File: src/rtl/ssqa_pkg.sv
// Shared definitions for the annealing-core host side: loader FSM states,
// core state codes and the coefficient BRAM address width.
// No logic; constants and types only.
package ssqa_pkg;

    // Coefficient BRAM address width (covers NN*NN up to 2^20 words).
    localparam int LD_AW = 20;

    // Core 'state' output codes used by the loader; the core's schedulers
    // share the same encoding (IDLE=0 ... FIN=10).
    localparam logic [3:0] CS_IDLE = 4'd0;
    localparam logic [3:0] CS_FIN  = 4'd10;

    typedef enum logic [2:0] {
        L_IDLE,
        L_LOAD,
        L_GUARD,
        L_ARM,
        L_RUN,
        L_DONE
    } ld_state_t;

endpackage

File: src/rtl/bram_wr_port.sv
// Purpose: registers accepted stream beats onto the BRAM write port and owns the word address counter.
// Latency: beat accepted in cycle t -> ena/wea/addra/dina presented in cycle t+1 only.
// Backpressure: none; every beat_i is written, one word per cycle.
//
// Ports: clk/rst_n clock and async active-low reset; beat_i accepted handshake;
// last_i s_last of that beat; clr_i restarts the counter at 0; data_i beat data;
// tc_o counter sits on the final word; ena_o/wea_o/addra_o/dina_o BRAM port A.
module bram_wr_port
    import ssqa_pkg::*;
#(
    parameter int WIDTH  = 4,
    parameter int NWORDS = 640000
) (
    input  logic             clk,
    input  logic             rst_n,
    input  logic             beat_i,
    input  logic             last_i,
    input  logic             clr_i,
    input  logic [WIDTH-1:0] data_i,
    output logic             tc_o,
    output logic             ena_o,
    output logic             wea_o,
    output logic [LD_AW-1:0] addra_o,
    output logic [WIDTH-1:0] dina_o
);

    localparam logic [LD_AW-1:0] LAST_ADDR = LD_AW'(NWORDS - 1);

    logic [LD_AW-1:0] cnt_q, cnt_d;
    logic             we_q;
    logic [LD_AW-1:0] addra_q;
    logic [WIDTH-1:0] dina_q;

    assign tc_o = (cnt_q == LAST_ADDR);

    // Any beat that ends a load (good or bad) returns the counter to 0, so the
    // counter never wraps past NWORDS-1 even at the 2^20 limit.
    always_comb begin
        cnt_d = cnt_q;
        if (clr_i) begin
            cnt_d = '0;
        end else if (beat_i) begin
            if (last_i || tc_o) begin
                cnt_d = '0;
            end else begin
                cnt_d = cnt_q + LD_AW'(1);
            end
        end
    end

    always_ff @(posedge clk or negedge rst_n) begin
        if (!rst_n) begin
            cnt_q   <= '0;
            we_q    <= 1'b0;
            addra_q <= '0;
            dina_q  <= '0;
        end else begin
            cnt_q <= cnt_d;
            we_q  <= beat_i;
            if (beat_i) begin
                addra_q <= cnt_q;
                dina_q  <= data_i;
            end
        end
    end

    assign ena_o   = we_q;
    assign wea_o   = we_q;
    assign addra_o = addra_q;
    assign dina_o  = dina_q;

endmodule

File: src/rtl/coef_loader.sv
// Purpose: loads J into the core's coefficient BRAM, launches a run and times it until FIN.
// Latency: start -> s_ready next cycle; last beat -> write t+1, comp_en t+2; FIN sampled -> done next cycle.
// Backpressure: s_ready is a registered state decode, high only while loading; never depends on s_valid.
//
// Ports: clk, rst_sys (async active-low); start/reload command; s_valid/s_ready/s_data/s_last
// J stream; ena/wea/addra/dina BRAM write port; comp_en run request; core_state from core;
// busy/done/err_len status; run_cycles run length in clocks (saturating).
module coef_loader
    import ssqa_pkg::*;
#(
    parameter int         WIDTH   = 4,
    parameter int         NWORDS  = 640000,
    parameter logic [3:0] ST_IDLE = CS_IDLE,
    parameter logic [3:0] ST_FIN  = CS_FIN
) (
    input  logic             clk,
    input  logic             rst_sys,
    input  logic             start,
    input  logic             reload,
    input  logic             s_valid,
    output logic             s_ready,
    input  logic [WIDTH-1:0] s_data,
    input  logic             s_last,
    output logic             ena,
    output logic             wea,
    output logic [LD_AW-1:0] addra,
    output logic [WIDTH-1:0] dina,
    output logic             comp_en,
    input  logic [3:0]       core_state,
    output logic             busy,
    output logic             done,
    output logic             err_len,
    output logic [31:0]      run_cycles
);

    ld_state_t   state_q, state_d;
    logic        err_q, err_d;
    logic        rdy_q, cen_q, busy_q, done_q;
    logic [31:0] run_q;
    logic        beat, tc, clr_cnt;

    assign beat = s_valid && rdy_q;

    bram_wr_port #(
        .WIDTH  (WIDTH),
        .NWORDS (NWORDS)
    ) u_wr (
        .clk     (clk),
        .rst_n   (rst_sys),
        .beat_i  (beat),
        .last_i  (s_last),
        .clr_i   (clr_cnt),
        .data_i  (s_data),
        .tc_o    (tc),
        .ena_o   (ena),
        .wea_o   (wea),
        .addra_o (addra),
        .dina_o  (dina)
    );

    always_comb begin
        state_d = state_q;
        err_d   = err_q;
        clr_cnt = 1'b0;
        case (state_q)
            L_IDLE, L_DONE: begin
                if (start) begin
                    err_d = 1'b0;
                    if (reload) begin
                        state_d = L_LOAD;
                        clr_cnt = 1'b1;
                    end else begin
                        state_d = L_GUARD;
                    end
                end
            end
            L_LOAD: begin
                if (beat) begin
                    if (s_last && tc) begin
                        state_d = L_GUARD;
                    end else if (s_last || tc) begin
                        // Mis-sized load: the word is still written, but no run is launched.
                        err_d   = 1'b1;
                        state_d = L_IDLE;
                    end
                end
            end
            // One dead cycle so the last BRAM write retires before the core reads.
            L_GUARD: state_d = L_ARM;
            L_ARM: begin
                if (core_state != ST_IDLE) begin
                    state_d = L_RUN;
                end
            end
            L_RUN: begin
                if (core_state == ST_FIN) begin
                    state_d = L_DONE;
                end
            end
            default: state_d = L_IDLE;
        endcase
    end

    always_ff @(posedge clk or negedge rst_sys) begin
        if (!rst_sys) begin
            state_q <= L_IDLE;
            err_q   <= 1'b0;
            rdy_q   <= 1'b0;
            cen_q   <= 1'b0;
            busy_q  <= 1'b0;
            done_q  <= 1'b0;
            run_q   <= '0;
        end else begin
            state_q <= state_d;
            err_q   <= err_d;
            // Status flags are decoded from the next state so they line up with it.
            rdy_q   <= (state_d == L_LOAD);
            cen_q   <= (state_d == L_ARM) || (state_d == L_RUN);
            busy_q  <= (state_d != L_IDLE) && (state_d != L_DONE);
            done_q  <= (state_d == L_DONE);
            // ARM is only entered from GUARD, so clearing here zeroes the count
            // for the first comp_en cycle; every comp_en cycle then adds one,
            // including the one in which FIN is sampled.
            if (state_q == L_GUARD) begin
                run_q <= '0;
            end else if ((state_q == L_ARM || state_q == L_RUN) && (run_q != '1)) begin
                run_q <= run_q + 32'd1;
            end
        end
    end

    assign s_ready    = rdy_q;
    assign comp_en    = cen_q;
    assign busy       = busy_q;
    assign done       = done_q;
    assign err_len    = err_q;
    assign run_cycles = run_q;

endmodule

File: config.mk
export PLATFORM = sky130hd
export DESIGN_NAME = coef_loader
export DESIGN_NICKNAME = d
export VERILOG_FILES = /design/src/rtl/ssqa_pkg.sv /design/src/rtl/bram_wr_port.sv /design/src/rtl/coef_loader.sv
export SDC_FILE = /design/constraint.sdc
export NUM_CORES = 1
export LEC_CHECK = 0
export CORE_MARGIN = 1
export CORE_UTILIZATION = 45
export CTS_BUF_LIST = sky130_fd_sc_hd__clkbuf_16
export CTS_CLUSTER_SIZE = 20
export DETAILED_ROUTE_END_ITERATION = 10
export GPL_ROUTABILITY_DRIVEN = 1
export GPL_TIMING_DRIVEN = 0
export MAX_ROUTING_LAYER = met4
export PLACE_DENSITY_LB_ADDON = 0.15
export SYNTH_ARGS = -nofsm -noshare
export SYNTH_HDL_FRONTEND = slang
export SYNTH_SLANG_ARGS = --single-unit
File: constraint.sdc
create_clock -name clk -period 2.7 [get_ports clk]
set_input_delay 0.405 -clock clk [delete_from_list [all_inputs] [get_ports clk]]
set_output_delay 0.405 -clock clk [all_outputs]
set_load 0.03 [all_outputs]
# Word level (Yosys, flattened, before mapping)
# Index checks and enable logic that the tools add are counted.
dict set report word_totals {
  reg_bits 85
  inputBits 14
  elab_cells 66
}
dict set report classes {
  add_sub_neg 2
  n_eq_ne 17
  mux 21
  reduce_logical 15
}
# op n
set ops {}
lappend ops {{$mux W32} 2}
lappend ops {{$mux W20} 3}
lappend ops {{$add A32 B1 Y32 const B} 1}
lappend ops {{$ne A32 B32 Y1 const B} 1}
lappend ops {{$add A20 B1 Y20 const B} 1}
lappend ops {{$eq A20 B20 Y1 const B} 1}
lappend ops {{$mux W3} 6}
lappend ops {{$pmux W3 S5} 1}
lappend ops {{$eq A3 B3 Y1 const B} 4}
lappend ops {{$eq A3 B2 Y1 const B} 3}
lappend ops {{$mux W1} 7}
lappend ops {{$eq A3 B1 Y1 const B} 2}
lappend ops {{$ne A2 B2 Y1 const B} 3}
lappend ops {{$reduce_bool A2 Y1} 3}
lappend ops {{$reduce_and A5 Y1} 1}
lappend ops {{$eq A4 B4 Y1 const B} 1}
lappend ops {{$logic_and A1 B1 Y1} 4}
lappend ops {{$reduce_bool A4 Y1} 1}
lappend ops {{$logic_not A3 Y1} 1}
lappend ops {{$logic_or A1 B1 Y1} 3}
lappend ops {{$ne A3 B3 Y1 const B} 1}
lappend ops {{$reduce_bool A3 Y1} 1}
lappend ops {{$mux W2} 1}
lappend ops {{$ne A2 B1 Y1 const B} 1}
lappend ops {{2 further kinds} 2}

# Depth between registers and ports, before layout
dict set report depth {
  word_depth 8
  depth_mapped 7
  depth_no_buf 6
}

# By module
# A second synthesis with hierarchy kept.
dict set report unflattened {
  hier_cells 459
  hier_area_um2 4528.1
}
# mod n_inst cells_each area_each_um2
set modules_own_cells {}
lappend modules_own_cells {coef_loader 1 264 2337.2}
lappend modules_own_cells {bram_wr_port 1 195 2190.9}

# Worst setup path after synthesis
# OpenSTA, ideal clock, no wires.
dict set report synth_path {
  path_kind {flip-flop to flip-flop}
  from {register run_q[0], in the netlist run_cycles[0]}
  to {register run_q[16], in the netlist run_cycles[16]}
  setup_ps 66
  arrival_time_ps 2086
  t_required_ps 2634
  path_slack_ps 548
  stages_incl_launch_ff 7
  synth_period_minus_slack_ps 2152
  path_cell_list {dfrtp_1 -> ha_1 -> and3_1 -> nand4_1 -> a211o_1 -> or4_1 -> nand2_1}
}
dict set report synth_between {
  elab_chain_cells 3
}
# item line_no
set synth_lines {}
lappend synth_lines {{start: declaration} coef_loader.sv:39} ;# logic [31:0] run_q;
lappend synth_lines {{start signal: assignment} coef_loader.sv:127} ;# run_q <= run_q + 32'd1;
lappend synth_lines {{$add A32 B1 Y32 or $ne A32 B32 Y1 (tied branches)} {coef_loader.sv:127, coef_loader.sv:126}}
lappend synth_lines {{$mux W32 or $logic_and A1 B1 Y1 (tied branches)} coef_loader.sv:126} ;# end else if ((state_q == L_ARM || state_q == L_RUN) && (run_q != '1)) begin
lappend synth_lines {{$mux W32 or $reduce_bool A2 Y1 (tied branches)} n/a}
# Parallel ways exist; a longest one is shown, timed or not. The select of a mux whose other input is x is not followed.
# A chain may end at the register's enable or synchronous reset.

# Final worst setup path
dict set report layout_path {
  from {register u_wr.cnt_q[10]}
  to {register u_wr.cnt_q[14]}
}
dict set report layout_between {
  elab_chain_cells 5
}
# item line_no
set layout_lines {}
lappend layout_lines {{start: declaration} bram_wr_port.sv:29} ;# logic [LD_AW-1:0] cnt_q, cnt_d;
lappend layout_lines {{start signal: assignment} bram_wr_port.sv:58} ;# cnt_q <= cnt_d;
lappend layout_lines {{parallel branches: the longest is 2 deep, another holds $add A20 B1 Y20} n/a}
lappend layout_lines {{$mux W20 *} bram_wr_port.sv:43} ;# if (last_i || tc_o) begin
lappend layout_lines {{$mux W20 *} bram_wr_port.sv:42} ;# end else if (beat_i) begin
lappend layout_lines {{$mux W20 *} bram_wr_port.sv:40} ;# if (clr_i) begin
# Every way passes the cells marked *. The select of a mux whose other input is x is not followed.

==> flow_summary_export.csv <==
group,metric,value,unit
synth,async_reset_ff_share,100.0,%
synth,post_synth.cell_area_avg,9.337,um^2
die,coreArea,9240,um^2
route,routed-via-count,3818,
die,die_width,99.80,um
sta,hold_slack,0.4734,ns
placed_design,place.detailed.hpwl,7314,um
sta,finalSetupViolCount,0,
synth,post_synthesis_cell_type_count,63,
synth,synth_area_leaders,"dfrtp_1 (49%), nand2_1 (9.5%), xnor2_1 (4.3%), nor2_1 (3.0%), a21oi_1 (2.1%)",
sta,grt_setup_unrepaired,"no",
power,total_power,4.043,mW
placed_design,placed_cells,667,
route,route.antenna.remaining_nets,0,
synth,syn_inst,461,
placed_design,numPortBuffers,76,
route,routed_wl,10570,um
synth,seq_area_frac_synth,49.42,%
critical_path,worstSetupEndpoint,"u_wr.cnt_q[14]",
clock_tree,cts_inserted_buffers,9,
synth,ys.warnings.count,0,
power,cellLeakagePower,2.390,nW
critical_path,worst-endpoint-arrival,2.56,ns
grt,global_route.overflow_total,0,
synth,ys_dominant_reg_cell,"dfrtp_1",
cells_and_area,area_growth,29.53,%
synth,yosys_register_bits,85,
die,design.portCount,77,
critical_path,cp-startpoint,"u_wr.cnt_q[10]",
critical_path,worst_r2r_start,"u_wr.cnt_q[10]",
sta,final_hold_violating_endpoints,0,
grt,global_route.usage.total,23.54,%
synth,synth_largest_area_cell,"dfrtp_1",
route,via_per_inst,5.582,
route,post_drt_wl_per_cell,15.45,um
placed_design,place.gp.congestion,0.8151,
critical_path,critPathMaxFanout,10,
route,first_iter_violations,253,
placed_design,detailedPlace.worstSlack,-0.2470,ns
cells_and_area,postLayoutCoreUtil,60.34,%
sta,final_max_slew_viol_count,0,
cells_and_area,nets,566,
flow_run,cap_violations,0,
placed_design,detailed_place.area,5251,um^2
sta,max_clock_freq,427.3,MHz
critical_path,cp_slowest_stage_delay,0.56,ns
die,number_of_cell_rows,35,
clock_tree,cts_buffer_depth,2,
clock_tree,cts.reportedPaths.clkPinSlew,0.07,ns
clock_tree,worstSkewPairLatency,0.34,ns
critical_path,critical_path.endpoint_type,"register",
synth,synthTopCellsByCount,"nand2_1 (109), dfrtp_1 (85), nor2_1 (34), xnor2_1 (21), a21oi_1 (18)",
synth,synthesis.area,4304,um^2
critical_path,crit_required,2.92,ns
grt,first_pass_grt_wire_length,17910,um
sta,fin_setup_tns,0,ns
die,die_y,99.80,um
route,firstDrtPassIters,4,
cells_and_area,layoutNonFillerInstCount,684,
synth,synth_edf_count,0,
power,power.ir.vdd_worst,0.0004314,V
status,outcome,"finished clean",
synth,synth_most_common_cell,"nand2_1",
cells_and_area,num_antenna_cells,0,
synth,synth_top_area_share,49.42,%
sta,slew-limit-headroom,57.04,%
die,start_util,46.58,%
critical_path,cp_slowest_cell,"or4_4",
critical_path,reg2reg_depth,6,
cells_and_area,drive_above_1_share,7.748,%
clock_tree,ctsRootBufferMaster,"clkbuf_16",
sta,final_worst_path_setup_slack,0.3595,ns
sta,finalCritPeriodShare,86.68,%
route,drcViolationCount,0,
critical_path,critPathLaunchType,"register",
sta,final_period_minus_worst_setup_slack,2.340,ns
critical_path,critical_path.reg2reg.endpoint,"u_wr.cnt_q[14]",
clock_tree,clock_sinks,85,
grt,grt_pass1_vias,3640,
hold_path,min-delay-path-class,"register to register",
clock_tree,tritoncts,"built",
grt,antenna_found_initial,0,
sta,worst_pin_slew,0.6401,ns
grt,grt_start_max_net_pins,64,
power,power.density,725.2,nW/um^2
critical_path,crit_type,"register to register",
sta,worst_clock_skew,0.006681,ns
cells_and_area,layout.cell_area.non_filler,5575,um^2
synth,synth_nets,477,
critical_path,reg2reg_setup_slack,0.36,ns
critical_path,worstPathCellList,"or4_4 > nor4_4 > a21oi_1 > o22ai_1 > buf_2 > nor2_1",
die,area_of_the_die,9960,um^2
clock_tree,h-tree-depth,3,
cells in the final DEF, fill, tap and decap left out, drive strengths merged, types with 2 or more instances in the layout:
master and n:
nor2 34, a31oi 6, and3b 2, xnor2 21
or2 2, o31ai 3, clkinv 3, and4 9
nor3 9, dfrtp 85, nand4 14, o211ai 4
mux2i 5, a211oi 2, a21o 2, clkdlybuf4s50 75
a32o 2, a21oi 18, or3 8, o41ai 3
nor4 10, clkbuf 24, nand3 13, nor3b 3
nor2b 2, o21ai 13, nand3b 2, nand2b 6
or4 9, inv 9, nor4b 4, nand2 109
o31a 2, buf 8, a22o 2, ha 2
xor2 2, and3 9
flip-flops by register name, indices dropped and copies added, names as in the netlist, 3 cells and up:
register,flops
u_wr.dina_o,4
u_wr.cnt_q,20
run_cycles,32
state_q,3
u_wr.addra_o,20
kinds of logic after synthesis:
kind of cell | share of synthesized area, %
buf+inv | 2.703
compound gates | 11.89
fa+ha+maj | 0.5813
mux | 1.163
simple gates | 29.56
flops | 49.42
xor+xnor | 4.680
report_power, final:
part	internal, mW	switching [mW]
registers	1.41	0.119
logic	0.457	0.793
clock network	0.730	0.533
total	2.60	1.44
area by class of cell:
| type | instances | area [um^2] |
|---|---|---|
| fillers | 838 | 3665 |
| flip-flops and latches | 85 | 2127 |
| inverters | 7 | 26.28 |
| well taps | 129 | 161.4 |
| repair buffers | 78 | 795.8 |
| clock buffers | 9 | 225.2 |
| multi-input cells | 348 | 2067 |
| clock inverters | 7 | 81.33 |
| plain buffers | 21 | 91.34 |
worst min path at each step:
stage,slack (ns),from,depth (start not counted),end
5_1_grt,0.52,u_wr.addra_o[17],2,u_wr.addra_o[17]
3_3_place_gp,0.46,u_wr.dina_o[3],2,u_wr.dina_o[3]
6_report,0.47,u_wr.dina_o[2],2,u_wr.dina_o[2]
4_1_cts,0.48,u_wr.dina_o[2],2,u_wr.dina_o[2]
3_5_place_dp,0.34,rst_sys,1,run_cycles[26]
2_1_floorplan,0.11,rst_sys,0,busy
critical path, delay by kind of cell (launching register included):
kind | cells | cell delay [ns]
AND/OR/NAND/NOR | 3 | 1.06
AO/OA/AOI/OAI | 2 | 0.46
flip-flops | 1 | 0.42
buffers and inverters | 1 | 0.27
metal layers:
metal / global-route usage [%] / share of wire [%]
met2: 34.38 / 44
met3: 3.412 / 5.1
met4: 7.805 / 1.4
met5: - / 0
met1: 33.82 / 49
timing repair:
| item | in CTS | in global routing |
|---|---|---|
| setup endpoints to repair | 0 | 6 |
| buffers inserted | 0 | 0 |
| resized for setup | 0 | 3 |
| hold buffers | 1 | 0 |
| hold endpoints to repair | 22 | 0 |
No activity file was read; power rests on OpenSTA's default activity.
